File: src/rtl/serial_adder_if.sv
// Handshake and operand/result bundle for the bit-serial adder.
// The master side issues operations; the slave side is the adder.
interface serial_adder_if #(
  parameter int WIDTH = 8
);
  logic             start;
  logic [WIDTH-1:0] a;
  logic [WIDTH-1:0] b;
  logic             ci;
  logic             busy;
  logic             done;
  logic [WIDTH-1:0] sum;
  logic             co;

  modport master (
    output start, a, b, ci,
    input  busy, done, sum, co
  );

  modport slave (
    input  start, a, b, ci,
    output busy, done, sum, co
  );
endinterface

File: src/rtl/serial_adder.sv
// Bit-serial WIDTH-bit adder: one full-adder cell plus a carry flop,
// LSB first, one bit pair per clock, parallel result with a done pulse.
module full_adder (
  input  logic a,
  input  logic b,
  input  logic ci,
  output logic s,
  output logic co
);
  assign s  = a ^ b ^ ci;
  assign co = (a & b) | (ci & (a ^ b));
endmodule

module serial_adder #(
  parameter int WIDTH = 8
) (
  input  logic           clk,
  input  logic           rst_n,
  serial_adder_if.slave  bus
);
  localparam int CW = $clog2(WIDTH) + 1;
  localparam logic [CW-1:0] LAST = CW'(WIDTH - 1);

  typedef enum logic [1:0] {
    IDLE  = 2'd0,
    SHIFT = 2'd1,
    DONE  = 2'd2
  } state_t;

  state_t           state_q, state_d;
  logic [WIDTH-1:0] a_sh_q, a_sh_d;
  logic [WIDTH-1:0] b_sh_q, b_sh_d;
  logic [WIDTH-1:0] s_sh_q, s_sh_d;
  logic             carry_q, carry_d;
  logic [CW-1:0]    cnt_q, cnt_d;
  logic [WIDTH-1:0] sum_q, sum_d;
  logic             co_q, co_d;

  logic             fa_s, fa_co;
  logic [WIDTH-1:0] s_shift;

  full_adder u_fa (
    .a  (a_sh_q[0]),
    .b  (b_sh_q[0]),
    .ci (carry_q),
    .s  (fa_s),
    .co (fa_co)
  );

  always_comb begin
    state_d = state_q;
    a_sh_d  = a_sh_q;
    b_sh_d  = b_sh_q;
    s_sh_d  = s_sh_q;
    carry_d = carry_q;
    cnt_d   = cnt_q;
    sum_d   = sum_q;
    co_d    = co_q;
    // New sum bit enters at the MSB; written this way so WIDTH=1 needs no special case.
    s_shift            = s_sh_q >> 1;
    s_shift[WIDTH-1]   = fa_s;

    case (state_q)
      IDLE, DONE: begin
        if (bus.start) begin
          a_sh_d  = bus.a;
          b_sh_d  = bus.b;
          carry_d = bus.ci;
          cnt_d   = '0;
          state_d = SHIFT;
        end else begin
          state_d = IDLE;
        end
      end
      SHIFT: begin
        a_sh_d  = a_sh_q >> 1;
        b_sh_d  = b_sh_q >> 1;
        s_sh_d  = s_shift;
        carry_d = fa_co;
        cnt_d   = cnt_q + CW'(1);
        if (cnt_q == LAST) begin
          sum_d   = s_shift;
          co_d    = fa_co;
          state_d = DONE;
        end
      end
      default: state_d = IDLE;
    endcase
  end

  always_ff @(posedge clk or negedge rst_n) begin
    if (!rst_n) begin
      state_q <= IDLE;
      a_sh_q  <= '0;
      b_sh_q  <= '0;
      s_sh_q  <= '0;
      carry_q <= 1'b0;
      cnt_q   <= '0;
      sum_q   <= '0;
      co_q    <= 1'b0;
    end else begin
      state_q <= state_d;
      a_sh_q  <= a_sh_d;
      b_sh_q  <= b_sh_d;
      s_sh_q  <= s_sh_d;
      carry_q <= carry_d;
      cnt_q   <= cnt_d;
      sum_q   <= sum_d;
      co_q    <= co_d;
    end
  end

  assign bus.busy = (state_q == SHIFT);
  assign bus.done = (state_q == DONE);
  assign bus.sum  = sum_q;
  assign bus.co   = co_q;
endmodule

File: src/flat_wrapper.sv
// flat-port wrapper written by rule: the top's interface ports become plain ports
module serial_adder_flat 
#(
  parameter int WIDTH = 8
)
  (clk, rst_n, bus_start, bus_a, bus_b, bus_ci, bus_busy, bus_done, bus_sum, bus_co);
  serial_adder_if #(.WIDTH(WIDTH)) bus_i ();
  input  logic clk;
  input  logic rst_n;
  input wire logic [$bits(bus_i.start)-1:0] bus_start;
  input wire logic [$bits(bus_i.a)-1:0] bus_a;
  input wire logic [$bits(bus_i.b)-1:0] bus_b;
  input wire logic [$bits(bus_i.ci)-1:0] bus_ci;
  output wire logic [$bits(bus_i.busy)-1:0] bus_busy;
  output wire logic [$bits(bus_i.done)-1:0] bus_done;
  output wire logic [$bits(bus_i.sum)-1:0] bus_sum;
  output wire logic [$bits(bus_i.co)-1:0] bus_co;
  assign bus_i.start = bus_start;
  assign bus_i.a = bus_a;
  assign bus_i.b = bus_b;
  assign bus_i.ci = bus_ci;
  assign bus_busy = bus_i.busy;
  assign bus_done = bus_i.done;
  assign bus_sum = bus_i.sum;
  assign bus_co = bus_i.co;
  serial_adder #(.WIDTH(WIDTH)) u_core (.clk(clk), .rst_n(rst_n), .bus(bus_i));
endmodule
File: config.mk
export PLATFORM = sky130hd
export DESIGN_NAME = serial_adder_flat
export DESIGN_NICKNAME = d
export VERILOG_FILES = /design/src/rtl/serial_adder_if.sv /design/src/rtl/serial_adder.sv /design/src/flat_wrapper.sv
export SDC_FILE = /design/constraint.sdc
export NUM_CORES = 1
export LEC_CHECK = 0
export BUFFER_PORTS_ARGS = -buffer_cell sky130_fd_sc_hd__buf_2
export CELL_PAD_IN_SITES_DETAIL_PLACEMENT = 0
export CELL_PAD_IN_SITES_GLOBAL_PLACEMENT = 2
export CORE_MARGIN = 2
export CORE_UTILIZATION = 35
export DETAILED_ROUTE_END_ITERATION = 12
export PLACE_DENSITY_LB_ADDON = 0.1
export SYNTH_ARGS = -nofsm -noshare
export SYNTH_HDL_FRONTEND = slang
export SYNTH_SLANG_ARGS = --single-unit
File: constraint.sdc
create_clock -name clk -period 1.9 [get_ports clk]
set_clock_uncertainty 0.05 [all_clocks]
set_input_delay 0.095 -clock clk [delete_from_list [all_inputs] [get_ports clk]]
set_output_delay 0.095 -clock clk [all_outputs]
set_load 0.02 [all_outputs]
==> impl_metrics.py, run 1 <==
metrics = {
    "die": {
        "initial_core_util_pct": 37.0,
        "die_h_um": 72.3,
        "die_area_sq_um": 5230,
        "die_x_um": 72.3,
        "core-area_sq_um": 4410,
        "rows": 24,
        "ios": 31,
    },
    "hold_path": {
        "holdCritPathClass": "in -> reg",
    },
    "clock_network": {
        "clkLatencyLatePin_ns": 0.29,
        "cts_buffer_depth": 2,
        "h-tree-depth": 2,
        "clockRootBuffer": "clkbuf_8",
        "cts_tree": "yes",
        "clk_transition_reported_paths_ns": 0.08,
        "cts_buffers": 5,
        "cts.repair.resized": 0,
        "clock_sinks": 39,
    },
    "timing": {
        "final_hold_viol_count": 0,
        "fin_ws_ns": 0.241,
        "setup_violations": 0,
        "maxSlewHeadroom_pct": 42.7,
        "min_period_ns": 1.66,
        "finalCritPeriodShare_pct": 87.3,
        "tightest_slew_ns": 0.860,
        "drv_slew": 0,
        "max_freq_mhz": 603,
        "rsz0062_at_grt": "false",
        "holdWs_ns": 0.0489,
        "fin_tns_setup_ns": 0,
    },
    "placed_design": {
        "io_buffer_count": 30,
        "dp_hpwl_um": 2040,
        "placed_cells": 192,
        "pre_cts_slack_ns": 0.225,
        "routabilityCongestion": 0.667,
    },
    "global_route": {
        "grt_pass1_wl_um": 5240,
        "use_met3_pct": 4.86,
        "met1_usage_pct": 17.8,
        "grt_max_degree": 40,
        "grt_pass1_vias": 1076,
        "use_met2_pct": 20.0,
        "overflow": 0,
        "grt_busiest_layer": "met2",
        "grt_use_total_pct": 13.3,
        "antenna_found_initial": 0,
    },
    "yosys": {
        "synth_area_per_cell_sq_um": 14.4,
        "synth_area_sq_um": 1630,
        "synth_cells": 113,
        "synth-seq-cells": 39,
        "yosys_warnings": 0,
        "ys_types": 21,
        "yosysSeqAreaShare_pct": 59.8,
        "syn_nets": 135,
    },
    "routing": {
        "routedWlPerCell_um": 14.8,
        "first_pass_iters": 4,
        "wl_um": 3010,
        "route.detailed.drc": 0,
        "drt_iter0_drc": 80,
        "dr_total_vias": 1021,
        "antenna_left": 0,
        "vias_per_cell": 5.03,
    },
    "layout": {
        "instances_no_fill": 203,
        "mostFrequentLayoutCell": "dfrtp_1",
        "diodes": 0,
        "drive_gt1_share_pct": 40.4,
        "area_delta_synth_final_pct": 20.5,
        "nets": 172,
        "final_cell_mix": "39 x dfrtp_1, 30 x buf_2, 19 x a22o_1",
        "final_core_util_pct": 44.6,
    },
    "setup_path": {
        "criticalPathCategory": "reg -> reg",
        "crit_required_ns": 2.03,
        "cp.arrival_ns": 1.79,
        "start_kind": "flip-flop",
        "end_kind": "flip-flop",
        "crit_fanout": 13,
    },
    "power": {
        "p_per_area_nw_per_um2": 1770,
        "peakVddDrop_mv": 0.573,
        "p_leak_nw": 1.03,
    },
    "run_status": {
        "status": "complete, no violations",
    },
    "run": {
        "drv_cap": 0,
    },
}
layer usage:
metal,vias to the layer above,share of wire [%]
li1,487,-
met1,503,48
met2,24,45
met3,7,5.6
met4,0,1.7
met5,-,0
worst max-delay path, cell delays in order (launching register included):
cell     delay (ns)
dfrtp_1        0.41
nor2b_4        0.31
nor3b_2        0.22
buf_4          0.20
mux2_2         0.35
registers in the layout, summed over array words and instances (netlist names):
signal,flops
u_core.a_sh_q,8
u_core.b_sh_q,8
u_core.bus.co,1
u_core.bus.sum,8
u_core.carry_q,1
u_core.cnt_q,4
u_core.s_sh_q,7
u_core.state_q,2
synth_stat cells:
| library cell | number | area, sq um |
|---|---|---|
| nor2_1 | 1 | 3.75 |
| buf_2 | 4 | 20.0 |
| xnor2_1 | 1 | 8.76 |
| nand2_1 | 1 | 3.75 |
| buf_6 | 1 | 11.3 |
| nor3b_2 | 1 | 12.5 |
| nor2b_1 | 3 | 18.8 |
| fa_1 | 1 | 20.0 |
| buf_8 | 1 | 15.0 |
| dfrtp_1 | 39 | 976 |
| nand4_1 | 1 | 6.26 |
| nand2b_1 | 2 | 12.5 |
| nor2b_4 | 1 | 13.8 |
| mux2_2 | 16 | 180 |
| nor2_2 | 1 | 6.26 |
| ha_1 | 1 | 12.5 |
| buf_4 | 1 | 7.51 |
| mux2i_1 | 2 | 20.0 |
| a22o_1 | 19 | 166 |
| o21ai_0 | 1 | 5.00 |
| a21o_1 | 15 | 113 |
cell type report:
class | instances | area (sq um)
Clock buffer | 5 | 68.8
Clock inverter | 3 | 43.8
Fill cell | 418 | 2450
Multi-Input combinational cell | 67 | 603
Sequential cell | 39 | 976
Tap cell | 52 | 65.1
Timing Repair Buffer | 37 | 210
logic make-up (layout without fill, tap and decap cells):
| kind of cell | after synthesis | in the layout | share of synthesized area (%) |
|---|---|---|---|
| XOR/XNOR | 1 | 1 | 0.536 |
| multiplexers | 18 | 18 | 12.3 |
| buffers and inverters | 7 | 45 | 3.29 |
| adder cells (fa/ha/maj) | 2 | 2 | 1.99 |
| flip-flops | 39 | 39 | 59.8 |
| AND/OR/NAND/NOR | 11 | 11 | 4.75 |
| AO/OA/AOI/OAI | 35 | 35 | 17.4 |
through the flow:
step                      instance area, sq um  total power [W]
after floorplan                           1630          0.00251
after global placement                    1820          0.00278
after detailed placement                  1820          0.00282
after CTS                                 1970          0.00353
after global routing                      1970          0.00376
final                                     1970          0.00347
where the power goes:
| group | total, W | switching, W | internal (W) |
|---|---|---|---|
| combinational | 0.00134 | 0.000641 | 0.000701 |
| clock | 0.000680 | 0.000290 | 0.000391 |
| sequential | 0.00145 | 0.000234 | 0.00122 |
| total | 0.00347 | 0.00116 | 0.00231 |
repair_timing:
item | in CTS | in global routing
hold buffers | 3 | 0
setup buffers | 0 | 0
endpoints found under the hold margin | 41 | 0
setup endpoints to repair | 0 | 0
worst paths after layout:
kind                                               start  slack [ns]                       endpoint  depth (start not counted)
min                                             bus_a[2]        0.05   u_core.a_sh_q[2]$_DFFE_PN0P_                          3
max                        u_core.state_q[1]$_DFFE_PN0P_        0.24  u_core.bus.sum[2]$_DFFE_PN0P_                          4
min reg2reg                 u_core.a_sh_q[6]$_DFFE_PN0P_        0.43   u_core.a_sh_q[6]$_DFFE_PN0P_                          1
max in group asynchronous                          rst_n        0.86    u_core.cnt_q[1]$_DFFE_PN0P_                          2
min in group asynchronous                          rst_n        0.40  u_core.state_q[0]$_DFFE_PN0P_                          2
max reg2reg                u_core.state_q[1]$_DFFE_PN0P_        0.24  u_core.bus.sum[2]$_DFFE_PN0P_                          4
Power figures use the tool's default switching activity.
==> run 2: changes to the inputs <==
- clock period: 1.9 -> 2.1 ns (I/O delays scaled with it)
==> run 2 against run 1 <==
Clock power shrank 9.7%. Routed wire length shrank 2.2%. Maximum frequency is 0.92% lower. Register-to-register slack improved by 0.18 ns. Worst setup slack gained 0.18 ns. Largest cell class unchanged.
==> impl_metrics.py, run 2 (synthesis results as in run 1) <==
metrics = {
    "layout": {
        "instances_no_fill": 203,
        "final_core_util_pct": 44.6,
        "final_cell_mix": "39 x dfrtp_1, 30 x buf_2, 19 x a22o_1",
        "mostFrequentLayoutCell": "dfrtp_1",
        "diodes": 0,
        "final_area_sq_um": 1970,
        "drive_gt1_share_pct": 40.4,
        "area_delta_synth_final_pct": 20.5,
        "nets": 172,
    },
    "clock_network": {
        "clkLatencyLatePin_ns": 0.29,
        "clk_transition_reported_paths_ns": 0.07,
        "cts_tree": "yes",
        "h-tree-depth": 2,
        "clockRootBuffer": "clkbuf_8",
        "cts_buffer_depth": 2,
        "clock_sinks": 39,
        "cts_buffers": 5,
        "post_cts_buffers": 0,
    },
    "routing": {
        "route.detailed.drc": 0,
        "wl_um": 2940,
        "dr_total_vias": 1037,
        "drt_iter0_drc": 44,
        "antenna_left": 0,
        "routedWlPerCell_um": 14.5,
        "vias_per_cell": 5.11,
        "first_pass_iters": 4,
    },
    "setup_path": {
        "criticalPathCategory": "reg -> reg",
        "r2r_slack_ns": 0.43,
        "slowest_stage": "dfrtp_1",
        "cpPeakStageDelay_ns": 0.38,
        "end_kind": "flip-flop",
        "r2r-start": "u_core.state_q[0]$_DFFE_PN0P_",
        "start_kind": "flip-flop",
        "crit_path_cell_trace": "nor2b_4 > nor3b_2 > buf_4 > mux2_2",
        "crit_required_ns": 2.23,
        "r2r_end": "u_core.bus.sum[1]$_DFFE_PN0P_",
        "rr_worst_depth": 4,
        "crit_fanout": 13,
        "cp.arrival_ns": 1.80,
    },
    "timing": {
        "fin_tns_setup_ns": 0,
        "drv_slew": 0,
        "finalCritPeriodShare_pct": 79.7,
        "final_hold_viol_count": 0,
        "tightest_slew_ns": 0.853,
        "max_freq_mhz": 597,
        "setup_violations": 0,
        "rsz0062_at_grt": "false",
        "maxSlewHeadroom_pct": 43.1,
        "min_period_ns": 1.67,
    },
    "hold_path": {
        "hold_path_end": "u_core.carry_q$_DFFE_PN0P_",
        "holdCritPathClass": "in -> reg",
        "worstHoldStart": "bus_ci",
        "whs_path_depth": 3,
    },
    "global_route": {
        "grt_max_degree": 40,
        "grt_pass1_wl_um": 5200,
        "grt_pass1_vias": 1082,
        "antenna_found_initial": 0,
        "overflow": 0,
        "grt_use_total_pct": 13.3,
    },
    "run": {
        "drv_cap": 0,
    },
    "die": {
        "rows": 24,
        "core-area_sq_um": 4410,
        "die_area_sq_um": 5230,
        "initial_core_util_pct": 37.0,
        "die_h_um": 72.3,
        "ios": 31,
        "die_x_um": 72.3,
    },
    "placed_design": {
        "routabilityCongestion": 0.670,
        "dp_hpwl_um": 2090,
        "dpl_cell_area_sq_um": 1820,
        "io_buffer_count": 30,
        "placed_cells": 192,
    },
    "power": {
        "p_leak_nw": 1.03,
        "seq_power_share_pct": 42.0,
        "combPwrFrac_pct": 38.4,
        "p_per_area_nw_per_um2": 1590,
        "peakVddDrop_mv": 0.524,
        "switchingPower_w": 0.00105,
        "p_int_w": 0.00209,
        "power_frac_clock_pct": 19.6,
        "p_sw_share_pct": 33.4,
    },
    "run_status": {
        "status": "complete, no violations",
    },
}
## run 2: cell counts in the layout (fill, tap and decap cells not counted)
Identical to the previous run, type by type.
## run 2: critical path: cells and delay by family (launching register included)
kind	cells	cell delay [ns]
mux	1	0.35
buf+inv	1	0.20
simple gates	2	0.58
flops	1	0.38
## run 2: area by class of cell
type,count,area [sq um]
fillers,421,2450
flip-flops and latches,39,976
multi-input cells,67,603
repair buffers,37,210
clock buffers,5,68.8
well taps,52,65.1
clock inverters,3,43.8
## run 2: routing by layer
layer	routed length [um]	part of all wire, %	vias to the layer above	track usage [%]
li1	-	-	488	-
met4	31	1.1	0	7.55
met3	154	5.2	4	3.33
met1	1330	45	521	17.3
met2	1430	48	24	20.2
met5	0	0	-	0
## run 2: through the flow
stage          setup slack [ns]  hold WS, ns  power, W
6_report                  0.425       0.0536   0.00313
5_1_grt                   0.314       0.0564   0.00338
4_1_cts                   0.393       0.0443   0.00319
3_5_place_dp              0.405        0.218   0.00256
3_3_place_gp              0.459        0.211   0.00251
2_1_floorplan             0.660       -0.241   0.00227
## run 2: power groups by stage
stage	clock, W	sequential (W)	combinational (W)
floorplan	0	0.00138	0.000893
global placement	0	0.00132	0.00119
detailed placement	0	0.00133	0.00122
CTS	0.000637	0.00132	0.00123
global route	0.000675	0.00137	0.00133
finish	0.000614	0.00132	0.00120
## run 2: worst max-delay path by stage
stage | startpoint | end | slack [ns] | cells past startpoint
6_report | u_core.state_q[0]$_DFFE_PN0P_ | u_core.bus.sum[1]$_DFFE_PN0P_ | 0.43 | 4
3_5_place_dp | u_core.state_q[0]$_DFFE_PN0P_ | u_core.bus.sum[1]$_DFFE_PN0P_ | 0.40 | 4
2_1_floorplan | u_core.cnt_q[0]$_DFFE_PN0P_ | u_core.bus.co$_DFFE_PN0P_ | 0.66 | 5
5_1_grt | u_core.state_q[0]$_DFFE_PN0P_ | u_core.bus.co$_DFFE_PN0P_ | 0.31 | 4
4_1_cts | u_core.state_q[0]$_DFFE_PN0P_ | u_core.bus.sum[1]$_DFFE_PN0P_ | 0.39 | 4
3_3_place_gp | u_core.state_q[1]$_DFFE_PN0P_ | u_core.bus.sum[2]$_DFFE_PN0P_ | 0.46 | 4
## run 2: repair_timing
item                      4_1_cts  5_1_grt
hold endpoints to repair       41        0
hold buffers                    3        0
resized for setup               0        0
